**src/rtl/mem_arbiter.sv**
```systemverilog
// mem_arbiter: shares one synchronous memory between the CPU port (C) and the
// DMA/loader port (D). One access per grant: latch, issue, capture, ack.
// Optional build macro MEM_ARB_FIXED_PRIO_EN: CPU always wins simultaneous
// requests. Default (undefined): round-robin against the last owner.
//
// state     | meaning
// ----------+------------------------------------------------------------
// S_IDLE    | waiting for a request; winner latched on exit
// S_ISSUE   | memory strobe cycle (en, and we for writes)
// S_CAPTURE | memory read data valid; loaded into the owner's rdata reg
// S_ACK     | owner's ack high for this cycle; last_owner updated
module mem_arbiter #(
  parameter int ADDR_W = 8,
  parameter int DATA_W = 8
) (
  input  logic              i_clk,
  input  logic              i_rstn,
  input  logic              i_c_req,
  input  logic              i_c_we,
  input  logic [ADDR_W-1:0] i_c_addr,
  input  logic [DATA_W-1:0] i_c_wdata,
  output logic              o_c_ack,
  output logic [DATA_W-1:0] o_c_rdata,
  input  logic              i_d_req,
  input  logic              i_d_we,
  input  logic [ADDR_W-1:0] i_d_addr,
  input  logic [DATA_W-1:0] i_d_wdata,
  output logic              o_d_ack,
  output logic [DATA_W-1:0] o_d_rdata,
  output logic              o_mem_en,
  output logic              o_mem_we,
  output logic [ADDR_W-1:0] o_mem_addr,
  output logic [DATA_W-1:0] o_mem_wdata,
  input  logic [DATA_W-1:0] i_mem_rdata,
  output logic              o_busy,
  output logic              o_owner
);

  typedef enum logic [1:0] {
    S_IDLE    = 2'd0,
    S_ISSUE   = 2'd1,
    S_CAPTURE = 2'd2,
    S_ACK     = 2'd3
  } state_t;

  state_t state;
  logic   last_owner;  // 0 = CPU, 1 = DMA; resets to DMA so the CPU wins first
  logic   lat_we;
  logic   grant;       // winner of the current IDLE cycle, 0 = CPU, 1 = DMA

  // Pick the winner among the requests present this cycle.
  always_comb begin
    grant = 1'b0;
    if (i_c_req && i_d_req) begin
`ifdef MEM_ARB_FIXED_PRIO_EN
      grant = 1'b0;
`else
      grant = ~last_owner;
`endif
    end else if (i_d_req) begin
      grant = 1'b1;
    end
  end

  // Access sequencer; every output is a register so the memory sees clean strobes.
  always_ff @(posedge i_clk or negedge i_rstn) begin
    if (!i_rstn) begin
      state       <= S_IDLE;
      last_owner  <= 1'b1;
      lat_we      <= 1'b0;
      o_owner     <= 1'b0;
      o_busy      <= 1'b0;
      o_c_ack     <= 1'b0;
      o_d_ack     <= 1'b0;
      o_c_rdata   <= '0;
      o_d_rdata   <= '0;
      o_mem_en    <= 1'b0;
      o_mem_we    <= 1'b0;
      o_mem_addr  <= '0;
      o_mem_wdata <= '0;
    end else begin
      o_c_ack <= 1'b0;
      o_d_ack <= 1'b0;
      case (state)
        S_IDLE: begin
          if (i_c_req || i_d_req) begin
            state       <= S_ISSUE;
            o_owner     <= grant;
            o_busy      <= 1'b1;
            o_mem_en    <= 1'b1;
            lat_we      <= grant ? i_d_we    : i_c_we;
            o_mem_we    <= grant ? i_d_we    : i_c_we;
            o_mem_addr  <= grant ? i_d_addr  : i_c_addr;
            o_mem_wdata <= grant ? i_d_wdata : i_c_wdata;
          end
        end
        S_ISSUE: begin
          // Strobe lasts exactly one cycle; addr/wdata simply hold.
          o_mem_en <= 1'b0;
          o_mem_we <= 1'b0;
          state    <= S_CAPTURE;
        end
        S_CAPTURE: begin
          if (!lat_we) begin
            if (o_owner) o_d_rdata <= i_mem_rdata;
            else         o_c_rdata <= i_mem_rdata;
          end
          if (o_owner) o_d_ack <= 1'b1;
          else         o_c_ack <= 1'b1;
          state <= S_ACK;
        end
        S_ACK: begin
          last_owner <= o_owner;
          o_busy     <= 1'b0;
          state      <= S_IDLE;
        end
        default: state <= S_IDLE;
      endcase
    end
  end

endmodule

```
**config.mk**
```make
export PLATFORM = sky130hd
export DESIGN_NAME = mem_arbiter
export DESIGN_NICKNAME = d
export VERILOG_FILES = /design/src/rtl/mem_arbiter.sv
export SDC_FILE = /design/constraint.sdc
export NUM_CORES = 1
export LEC_CHECK = 0
export CAP_MARGIN = 30
export CORE_UTILIZATION = 25
export CTS_CLUSTER_DIAMETER = 40
export DETAILED_ROUTE_END_ITERATION = 7
export PLACE_DENSITY_LB_ADDON = 0.05
export SYNTH_ARGS = -nofsm -noshare
export SYNTH_HDL_FRONTEND = slang
export SYNTH_SLANG_ARGS = --single-unit
```
**constraint.sdc**
```tcl
create_clock -name i_clk -period 3.2 [get_ports i_clk]
set_input_delay 0.8 -clock i_clk [delete_from_list [all_inputs] [get_ports i_clk]]
set_output_delay 0.8 -clock i_clk [all_outputs]
set_load 0.1 [all_outputs]
```
## Word-level counts from Yosys, hierarchy flattened

Index checks and enable logic that the tools add are counted.

| word-level totals | value |
|---|---|
| bits in writable memories | 0 |
| flip-flop bits (word level) | 42 |
| ROM bits | 0 |
| latch bits | 0 |
| memories | 0 |
| output and inout port bits | 38 |

| cells by class | value |
|---|---|
| bitwise gates (word level) | 3 |
| order comparisons | 0 |
| reductions and logical operators | 10 |
| shifts and indexed selects | 0 |
| muxes and demuxes | 16 |
| add/sub/neg operators | 0 |
| multiply operators | 0 |
| divide/modulo/power cells | 0 |
| eq/ne operators | 4 |

Operators by type and width:

| kind | count |
|---|---|
| two-way mux 8 bit | 2 |
| two-way mux 1 bit | 9 |
| case mux 2 bit (4 select lines) | 1 |
| case mux 1 bit (2 select lines) | 3 |
| AND reduction 2 bit | 3 |
| AND reduction 3 bit | 2 |
| equality test 2 bit (second input constant) | 2 |
| nonzero test 2 bit | 2 |
| inverter 1 bit | 3 |
| equality test 2 x 1 -> 1 bit (second input constant) | 1 |
| zero test 2 bit | 1 |
| two-way mux 2 bit | 1 |
| inequality test 2 bit (second input constant) | 1 |
| logical AND 1 bit | 1 |
| logical OR 1 bit | 1 |

## Longest topological paths before layout

Gate-level depths: netlist (run 1).

| depth | value |
|---|---|
| depth after elaboration | 5 |
| gate-level depth with buffers | 7 |
| depth with buffers taken out | 5 |

## Worst setup path after synthesis (run 1)

Ideal clock, no wire load.

| path | value |
|---|---|
| path kind | flip-flop to flip-flop |
| start | register o_owner |
| end | register o_d_rdata[0] |
| setup slack | 1.381 ns |
| arrival | 1.691 ns |
| stages on the path, launching flop included | 5 |
| cells stage by stage | dfrtp_1 and2_1 nand2b_1 buf_2 mux2_1 |

| between the ends | value |
|---|---|
| cells in the longest elaborated chain, start to end | 1 |

RTL lines:

| item | RTL line | text |
|---|---|---|
| start, declared | 36 | `output logic o_owner` |
| start signal, assigned | 88 | `o_owner <= grant;` |
| AND reduction 3 bit (no source line) | - |  |
| end signal, assigned | 105 | `if (o_owner) o_d_rdata <= i_mem_rdata;` |
| end, declared | 29 | `output logic [DATA_W-1:0] o_d_rdata,` |

Every way passes these cells.
A chain may end at the register's enable or synchronous reset.

## Worst setup path in the final report (run 1)

| path | value |
|---|---|
| start | register state[0] |
| end | register o_c_rdata[4] |

| between the ends | value |
|---|---|
| cells in the longest elaborated chain, start to end | 2 |

RTL lines:

| item | RTL line | text |
|---|---|---|
| start, declared | 46 | `state_t state;` |
| start signal, assigned | 68 | `state <= S_IDLE;` |
| start signal, assigned | 87 | `state <= S_ISSUE;` |
| start signal, assigned | 101 | `state <= S_CAPTURE;` |
| equality test 2 bit | 84 | `case (state)` |
| AND reduction 3 bit (no source line) | - |  |
| end signal, assigned | 106 | `else o_c_rdata <= i_mem_rdata;` |
| end, declared | 23 | `output logic [DATA_W-1:0] o_c_rdata,` |

Every way passes these cells.

==> flow_metrics.py, run 1 <==
metrics = {
    "layout": {
        "diodes": 0,
        "n_fill_cell": 687,
        "area_delta_synth_final_pct": 51.9,
        "regArea_um2": 1050,
        "nNetsFinal": 283,
        "multi_input_area_um2": 694,
        "drive_above_1_share_pct": 23.2,
    },
    "floorplanning": {
        "die_h_um": 87.4,
        "ios": 84,
        "initial_utilization_pct": 26.4,
        "dieArea_um2": 7640,
        "rows": 30,
        "die_w_um": 87.4,
        "core_area_um2": 6910,
    },
    "synthesis": {
        "avgSynthCellArea_um2": 12.5,
        "synth-seq-cells": 42,
        "yosysSeqAreaShare_pct": 57.7,
        "synthCells": 146,
        "yosysUniqueCellTypes": 23,
        "muxShareOfSynthArea_pct": 20.5,
        "yosys-top-cells-area": "dfrtp_1 56%, mux2_1 11%, mux2i_1 9.3%",
        "synth_top_family_by_area": "multiplexers",
        "synthXorXnorAreaFrac_pct": 0,
        "synth.top_cell.area_share_pct": 56.3,
        "synth_adder_area_share_pct": 3.43,
        "synth-compound-area-share_pct": 7.96,
        "synth_warnings": 0,
        "synth-simple-area-share_pct": 6.04,
        "yosysTopAreaCell": "dfrtp_1",
        "syn_area_um2": 1820,
        "syn-num-nets": 197,
    },
    "clocking": {
        "cts_max_level": 2,
        "cts.clk_slew.worst_paths_ps": 80,
        "post-cts-setup-buffers": 0,
        "cts-buffers-inserted": 5,
        "clock_sinks": 42,
        "cts_buffer_depth": 2,
        "post_cts_resized": 0,
        "cts_tree": "done",
        "cts_root_buf": "clkbuf_8",
        "clk-insertion-delay-late_ps": 290,
        "hold_buffers": 0,
    },
    "sta": {
        "worstMarginPinSlew_ps": 814,
        "final_hold_viol_count": 0,
        "relSlewSlack_pct": 45.6,
        "timing.final.crit_period_ps": 2070,
        "fin_skew_ps": 7.12,
        "fmax_mhz": 482,
        "period_share_pct": 64.8,
        "finalSetupTns_ps": 0,
        "slew_violations": 0,
        "rsz0062_at_grt": "false",
        "setup_viol": 0,
    },
    "placed_design": {
        "dp_hpwl_um": 3360,
        "io_buffers": 83,
        "gp_congestion": 0.726,
    },
    "drt": {
        "first_iter_violations": 27,
        "wire_per_inst_um": 13.4,
        "vias": 1392,
        "ant_nets": 0,
        "first_pass_iters": 4,
        "wirelength_um": 4390,
        "drc": 0,
        "viasPerCell": 4.23,
    },
    "worst_setup_path": {
        "cp.arrival_ps": 2240,
        "cp-endpoint": "o_c_rdata[4]$_DFFE_PN0P_",
        "reg2reg_depth": 5,
        "crit_path_start_kind": "register",
        "rrSetupSlack_ps": 1130,
        "path_class": "reg2reg",
        "rr_startpoint": "state[0]$_DFFE_PN0P_",
        "crit_start": "state[0]$_DFFE_PN0P_",
        "crit_required_ps": 3360,
        "critical_path.endpoint_type": "register",
        "critPathMaxFanout": 8,
        "reg2reg_to": "o_c_rdata[4]$_DFFE_PN0P_",
    },
    "global_route": {
        "grt_pass1_wl_um": 6800,
        "antenna_found_initial": 0,
        "grt.overflow.total": 0,
        "grt_max_degree": 43,
        "grt_util_all_layers_pct": 11.9,
        "grt_pass1_vias": 1403,
    },
    "flow_run": {
        "drv_cap": 0,
    },
    "outcome": {
        "status": "complete, no violations",
    },
    "worst_hold_path": {
        "hp-class": "in2async",
    },
}
[sequential cells by signal, indices dropped and copies added, names as in the netlist, 2 cells and up]
name,flops
o_d_rdata,8
state,2
o_mem_addr,8
o_mem_wdata,8
o_c_rdata,8
[cell families after synthesis]
logic type	after synthesis
fa+ha+maj	5
mux	35
flops	42
compound gates	27
simple gates	24
buf+inv	13
[cells in the final DEF (no fill, tap or decap), types with 2 or more instances in the layout]
master and n:
inv_1 5, ha_1 5, mux2_1 18, mux2i_1 17
clkdlybuf4s50_1 44, dfrtp_1 41, clkbuf_8 8, o21ai_1 21
nand2_1 18, buf_4 41, nor2b_1 2
[worst min-delay path by stage]
| stage | startpoint | to | slack (ps) | cells after the start |
|---|---|---|---|---|
| 6_report | i_rstn | o_mem_wdata[4]$_DFFE_PN0P_ | 400 | 1 |
| 5_1_grt | i_rstn | o_mem_addr[0]$_DFFE_PN0P_ | 390 | 1 |
| 4_1_cts | o_c_rdata[6]$_DFFE_PN0P_ | o_c_rdata[6]$_DFFE_PN0P_ | 500 | 1 |
| 3_5_place_dp | o_c_rdata[6]$_DFFE_PN0P_ | o_c_rdata[6]$_DFFE_PN0P_ | 480 | 1 |
| 3_3_place_gp | o_c_rdata[7]$_DFFE_PN0P_ | o_c_rdata[7]$_DFFE_PN0P_ | 470 | 1 |
| 2_1_floorplan | lat_we$_DFFE_PN0P_ | lat_we$_DFFE_PN0P_ | 470 | 2 |
[cells in the mapped netlist]
| master | count |
|---|---|
| nand2_1 | 18 |
| o21ai_1 | 22 |
| a21oi_1 | 1 |
| inv_1 | 5 |
| mux2i_1 | 17 |
| buf_6 | 1 |
| and2_1 | 1 |
| mux2_1 | 18 |
| dfrtp_1 | 41 |
| buf_12 | 1 |
| nor3_1 | 1 |
| nor3b_2 | 1 |
| o211ai_1 | 1 |
| dfstp_2 | 1 |
| ha_1 | 5 |
| nand2b_1 | 1 |
| a21bo_1 | 1 |
| o21ai_0 | 1 |
| o31ai_1 | 1 |
| clkbuf_1 | 2 |
| buf_2 | 3 |
| nor2b_1 | 2 |
| buf_4 | 1 |
[worst max-delay path: stages, from the launching register on]
cell     delay [ps]
dfrtp_1         400
inv_1           130
ha_1            190
nor2b_1         150
nor2b_1         670
mux2_1          400
[through the flow]
stage | cells | area [um2] | utilization (%) | setup WS [ps] | hold WS, ps
3_5_place_dp | 320 | 2640 | 38.2 | 908 | 478
2_1_floorplan | 146 | 1820 | - | 1380 | 469
6_report | 329 | 2770 | 40.1 | 1130 | 398
3_3_place_gp | 320 | 2640 | 38.2 | 972 | 469
5_1_grt | 329 | 2770 | 40.1 | 948 | 393
4_1_cts | 328 | 2750 | 39.8 | 1070 | 495
[metal layers]
metal,GRT usage [%],up-vias,wire length (um)
met1,13.8,664,1770
met5,0,-,0
met2,21.0,52,2280
li1,-,670,-
met4,5.37,0,57
met3,2.56,6,288
[final cells by class]
class,count,share of cell area (%)
Clock buffer,8,3.98
Inverter,5,0.678
Multi-Input combinational cell,91,25.1
Sequential cell,42,38.0
Tap cell,96,4.34
Timing Repair Buffer,87,27.9
Power of run 1 is left out: the tool's default activity adds up to more than one toggle a clock period on the data nets, which glitch-free logic cannot reach.
==> run 2, diff against run 1 <==
Clock period 3.2 ns to 1.8 ns, I/O delays scaled along.
==> flow_metrics.py, run 2 (same netlist as run 1, synthesis figures left out) <==
metrics = {
    "floorplanning": {
        "initial_utilization_pct": 26.4,
        "die_w_um": 87.4,
        "core_area_um2": 6910,
        "dieArea_um2": 7640,
        "ios": 84,
        "die_h_um": 87.4,
        "rows": 30,
    },
    "sta": {
        "finalSetupTns_ps": 0,
        "rsz0062_at_grt": "false",
        "period_share_pct": 91.2,
        "timing.final.crit_period_ps": 1640,
        "setup_viol": 0,
        "final_hold_viol_count": 0,
        "worstMarginPinSlew_ps": 448,
        "fmax_mhz": 609,
        "relSlewSlack_pct": 70.1,
        "slew_violations": 0,
        "fin_skew_ps": 1.78,
    },
    "drt": {
        "ant_nets": 0,
        "vias": 1395,
        "first_pass_iters": 2,
        "viasPerCell": 4.16,
        "drc": 0,
        "first_iter_violations": 32,
        "wire_per_inst_um": 13.1,
        "wirelength_um": 4390,
    },
    "clocking": {
        "cts-buffers-inserted": 5,
        "clock_sinks": 42,
        "hold_buffers": 0,
        "cts_root_buf": "clkbuf_8",
        "clk-insertion-delay-late_ps": 290,
        "cts_tree": "done",
        "cts_max_level": 2,
        "post-cts-setup-buffers": 0,
        "cts_buffer_depth": 2,
        "cts.clk_slew.worst_paths_ps": 80,
        "post_cts_resized": 0,
    },
    "worst_setup_path": {
        "crit_required_ps": 1970,
        "critical_path.endpoint_type": "register",
        "path_class": "reg2reg",
        "crit_path_start_kind": "register",
        "critPathMaxFanout": 8,
        "cp.arrival_ps": 1820,
    },
    "placed_design": {
        "io_buffers": 83,
        "dp_hpwl_um": 3470,
        "placed_cell_area_um2": 3190,
        "gp_congestion": 0.726,
    },
    "layout": {
        "n_fill_cell": 631,
        "mostFrequentLayoutCells": "44 x clkdlybuf4s50_1, 40 x dfrtp_1, 40 x buf_12",
        "finalInstanceArea_um2": 3300,
        "nNetsFinal": 289,
        "area_delta_synth_final_pct": 81.1,
        "diodes": 0,
        "final_common_cell": "clkdlybuf4s50_1",
        "drive_above_1_share_pct": 25.9,
    },
    "global_route": {
        "grt_max_degree": 28,
        "antenna_found_initial": 0,
        "grt_util_all_layers_pct": 12.7,
        "grt.overflow.total": 0,
        "grt_pass1_vias": 1526,
        "grt_pass1_wl_um": 7340,
    },
    "outcome": {
        "status": "complete, no violations",
    },
    "worst_hold_path": {
        "hp-class": "in2async",
    },
    "flow_run": {
        "drv_cap": 0,
    },
}
==> run 2: path summary, 6_finish.rpt <==
check	from	to	slack (ps)	cells past startpoint
max	state[0]$_DFFE_PN0P_	o_c_rdata[1]$_DFFE_PN0P_	160	6
min	i_rstn	o_d_rdata[4]$_DFFE_PN0P_	100	1
max reg2reg	state[0]$_DFFE_PN0P_	o_c_rdata[1]$_DFFE_PN0P_	160	6
min reg2reg	lat_we$_DFFE_PN0P_	lat_we$_DFFE_PN0P_	540	2
max in group asynchronous	i_rstn	o_mem_addr[6]$_DFFE_PN0P_	1220	2
min in group i_clk	lat_we$_DFFE_PN0P_	lat_we$_DFFE_PN0P_	540	2
==> run 2: critical path, cell delays in order, from the launching register on <==
cell and delay, ps:
dfrtp_1 420, inv_2 100, ha_1 180, nor2b_1 150, nor2b_1 150, buf_4 190, mux2_1 330
==> run 2: per-layer routing <==
layer,track usage (%),wire (um),part of all wire [%],vias to the layer above
met4,3.58,26,0.59,0
met1,15.7,1940,44,663
met3,4.08,302,6.9,4
met5,0,0,0,-
li1,-,-,-,681
met2,21.0,2120,48,47
==> run 2: cell type report <==
type | count | area (um2) | share of cell area (%)
clock buffer | 5 | 68.8 | 2.08
clock inverter | 3 | 40.0 | 1.21
tap | 96 | 120 | 3.64
multi-input combinational | 91 | 694 | 21.0
sequential | 42 | 1050 | 31.9
inverter | 5 | 18.8 | 0.568
timing repair buffer | 93 | 1310 | 39.6
==> run 2: through the flow <==
| step | hold WS, ps | instances | util (%) | setup slack, ps |
|---|---|---|---|---|
| floorplan | 154 | 146 | - | 265 |
| global placement | 419 | 327 | 46.2 | 34.8 |
| detailed placement | 428 | 327 | 46.2 | -48.3 |
| CTS | 102 | 335 | 47.8 | 90.4 |
| global route | 113 | 335 | 47.8 | 24.8 |
| finish | 98.1 | 335 | 47.8 | 159 |
Power of run 2 is left out for the same reason.
==> run 3, diff against run 2 <==
Settings changed: SETUP_SLACK_MARGIN from default to 0.5.
==> flow_metrics.py, run 3 (same netlist as run 1, synthesis figures left out) <==
metrics = {
    "layout": {
        "area_delta_synth_final_pct": 109,
        "final_util_pct": 55.0,
        "drive_above_1_share_pct": 53.8,
        "n_fill_cell": 601,
        "mostFrequentLayoutCells": "42 x clkdlybuf4s50_1, 42 x buf_12, 30 x dfrtp_2",
        "finalInstanceArea_um2": 3800,
        "nNetsFinal": 314,
        "diodes": 0,
    },
    "drt": {
        "viasPerCell": 4.33,
        "wire_per_inst_um": 15.8,
        "drc": 0,
        "wirelength_um": 5670,
        "ant_nets": 0,
        "first_iter_violations": 98,
        "first_pass_iters": 4,
        "vias": 1558,
    },
    "worst_setup_path": {
        "max_stage_delay_ps": 390,
        "crit_path_start_kind": "register",
        "cp_common_cell": "nor2b_4",
        "crit_slowest_cell": "dfrtp_1",
        "path_cells": "inv_2 > ha_4 > nor2b_4 > nor2b_4 > buf_8 > mux2_4",
        "critPathMaxFanout": 8,
        "critical_path.endpoint_type": "register",
        "crit_required_ps": 1980,
        "cp.arrival_ps": 1660,
        "path_class": "reg2reg",
    },
    "sta": {
        "fin_skew_ps": 10.7,
        "rsz0062_at_grt": "true",
        "worstMarginPinSlew_ps": 528,
        "slew_violations": 0,
        "relSlewSlack_pct": 64.8,
        "period_share_pct": 82.2,
        "timing.final.crit_period_ps": 1480,
        "fmax_mhz": 676,
        "final_hold_viol_count": 0,
        "setup_viol": 0,
    },
    "clocking": {
        "cts-buffers-inserted": 5,
        "clk-insertion-delay-late_ps": 300,
        "cts_root_buf": "clkbuf_8",
        "clock_sinks": 42,
        "cts_max_level": 2,
        "cts_buffer_depth": 2,
        "hold_buffers": 0,
        "cts.clk_slew.worst_paths_ps": 90,
        "cts_tree": "done",
    },
    "global_route": {
        "grt.overflow.total": 0,
        "antenna_found_initial": 0,
        "grt_pass1_vias": 1564,
        "grt_use_met3_pct": 3.51,
        "met1_usage_pct": 18.6,
        "grt_use_met2_pct": 24.1,
        "grt_pass1_wl_um": 8200,
        "grt_util_all_layers_pct": 14.5,
        "grt-busiest-layer": "met2",
        "grt_max_degree": 23,
    },
    "outcome": {
        "status": "complete, no violations",
    },
    "floorplanning": {
        "rows": 30,
        "core_area_um2": 6910,
        "die_w_um": 87.4,
        "dieArea_um2": 7640,
        "initial_utilization_pct": 26.4,
        "ios": 84,
        "die_h_um": 87.4,
    },
    "placed_design": {
        "placed_cell_area_um2": 3260,
        "gp_congestion": 0.737,
        "io_buffers": 83,
        "dp_hpwl_um": 3660,
    },
    "worst_hold_path": {
        "hp-class": "in2async",
    },
    "flow_run": {
        "drv_cap": 0,
    },
}
## run 3: path summary, 6_finish.rpt
path / from / endpoint / slack [ps] / cells past startpoint
worst max-delay path: state[0]$_DFFE_PN0P_ / o_c_rdata[4]$_DFFE_PN0P_ / 320 / 6
worst min-delay path: i_rstn / o_mem_wdata[6]$_DFFE_PN0P_ / 120 / 1
worst max register to register: state[0]$_DFFE_PN0P_ / o_c_rdata[4]$_DFFE_PN0P_ / 320 / 6
worst min register to register: o_mem_addr[6]$_DFFE_PN0P_ / o_mem_addr[6]$_DFFE_PN0P_ / 530 / 2
max in group asynchronous: i_rstn / last_owner$_DFFE_PN1P_ / 1090 / 2
min in group i_clk: o_mem_addr[6]$_DFFE_PN0P_ / o_mem_addr[6]$_DFFE_PN0P_ / 530 / 2
## run 3: worst max-delay path, delay by kind of cell, from the launching register on
family                   cells  cell delay, ps
flip-flops                   1             390
multiplexers                 1             310
AND/OR/NAND/NOR              2             280
buffers and inverters        2             240
adder cells (fa/ha/maj)      1             140
## run 3: final cells by class
| cell class | count | area, um2 | area share [%] |
|---|---|---|---|
| timing repair buffer | 118 | 1620 | 42.7 |
| sequential | 42 | 1090 | 28.8 |
| multi-input combinational | 91 | 830 | 21.8 |
| tap | 96 | 120 | 3.16 |
| clock buffer | 7 | 86.3 | 2.27 |
| clock inverter | 1 | 30.0 | 0.790 |
| inverter | 5 | 18.8 | 0.494 |
## run 3: timing repair
item                       in CTS  in global routing
setup endpoints to repair      77                 74
pin swaps                       4                  2
gates resized for setup        41                  8
setup buffers                   9                  9
cloned                          3                  4
## run 3: routing by layer
| layer | up-vias | wire length (um) |
|---|---|---|
| met5 | - | 0 |
| met4 | 0 | 43 |
| met3 | 4 | 320 |
| met2 | 55 | 2790 |
| met1 | 763 | 2520 |
| li1 | 736 | - |
## run 3: metrics by stage
step	cells	TNS, ps	setup WS, ps	hold slack [ps]
2_1_floorplan	146	0	305	154
3_3_place_gp	327	0	68.3	454
3_5_place_dp	327	-64.6	-38.1	466
4_1_cts	347	0	329	141
5_1_grt	360	0	276	157
6_report	360	0	320	122
Power of run 3 is left out for the same reason.
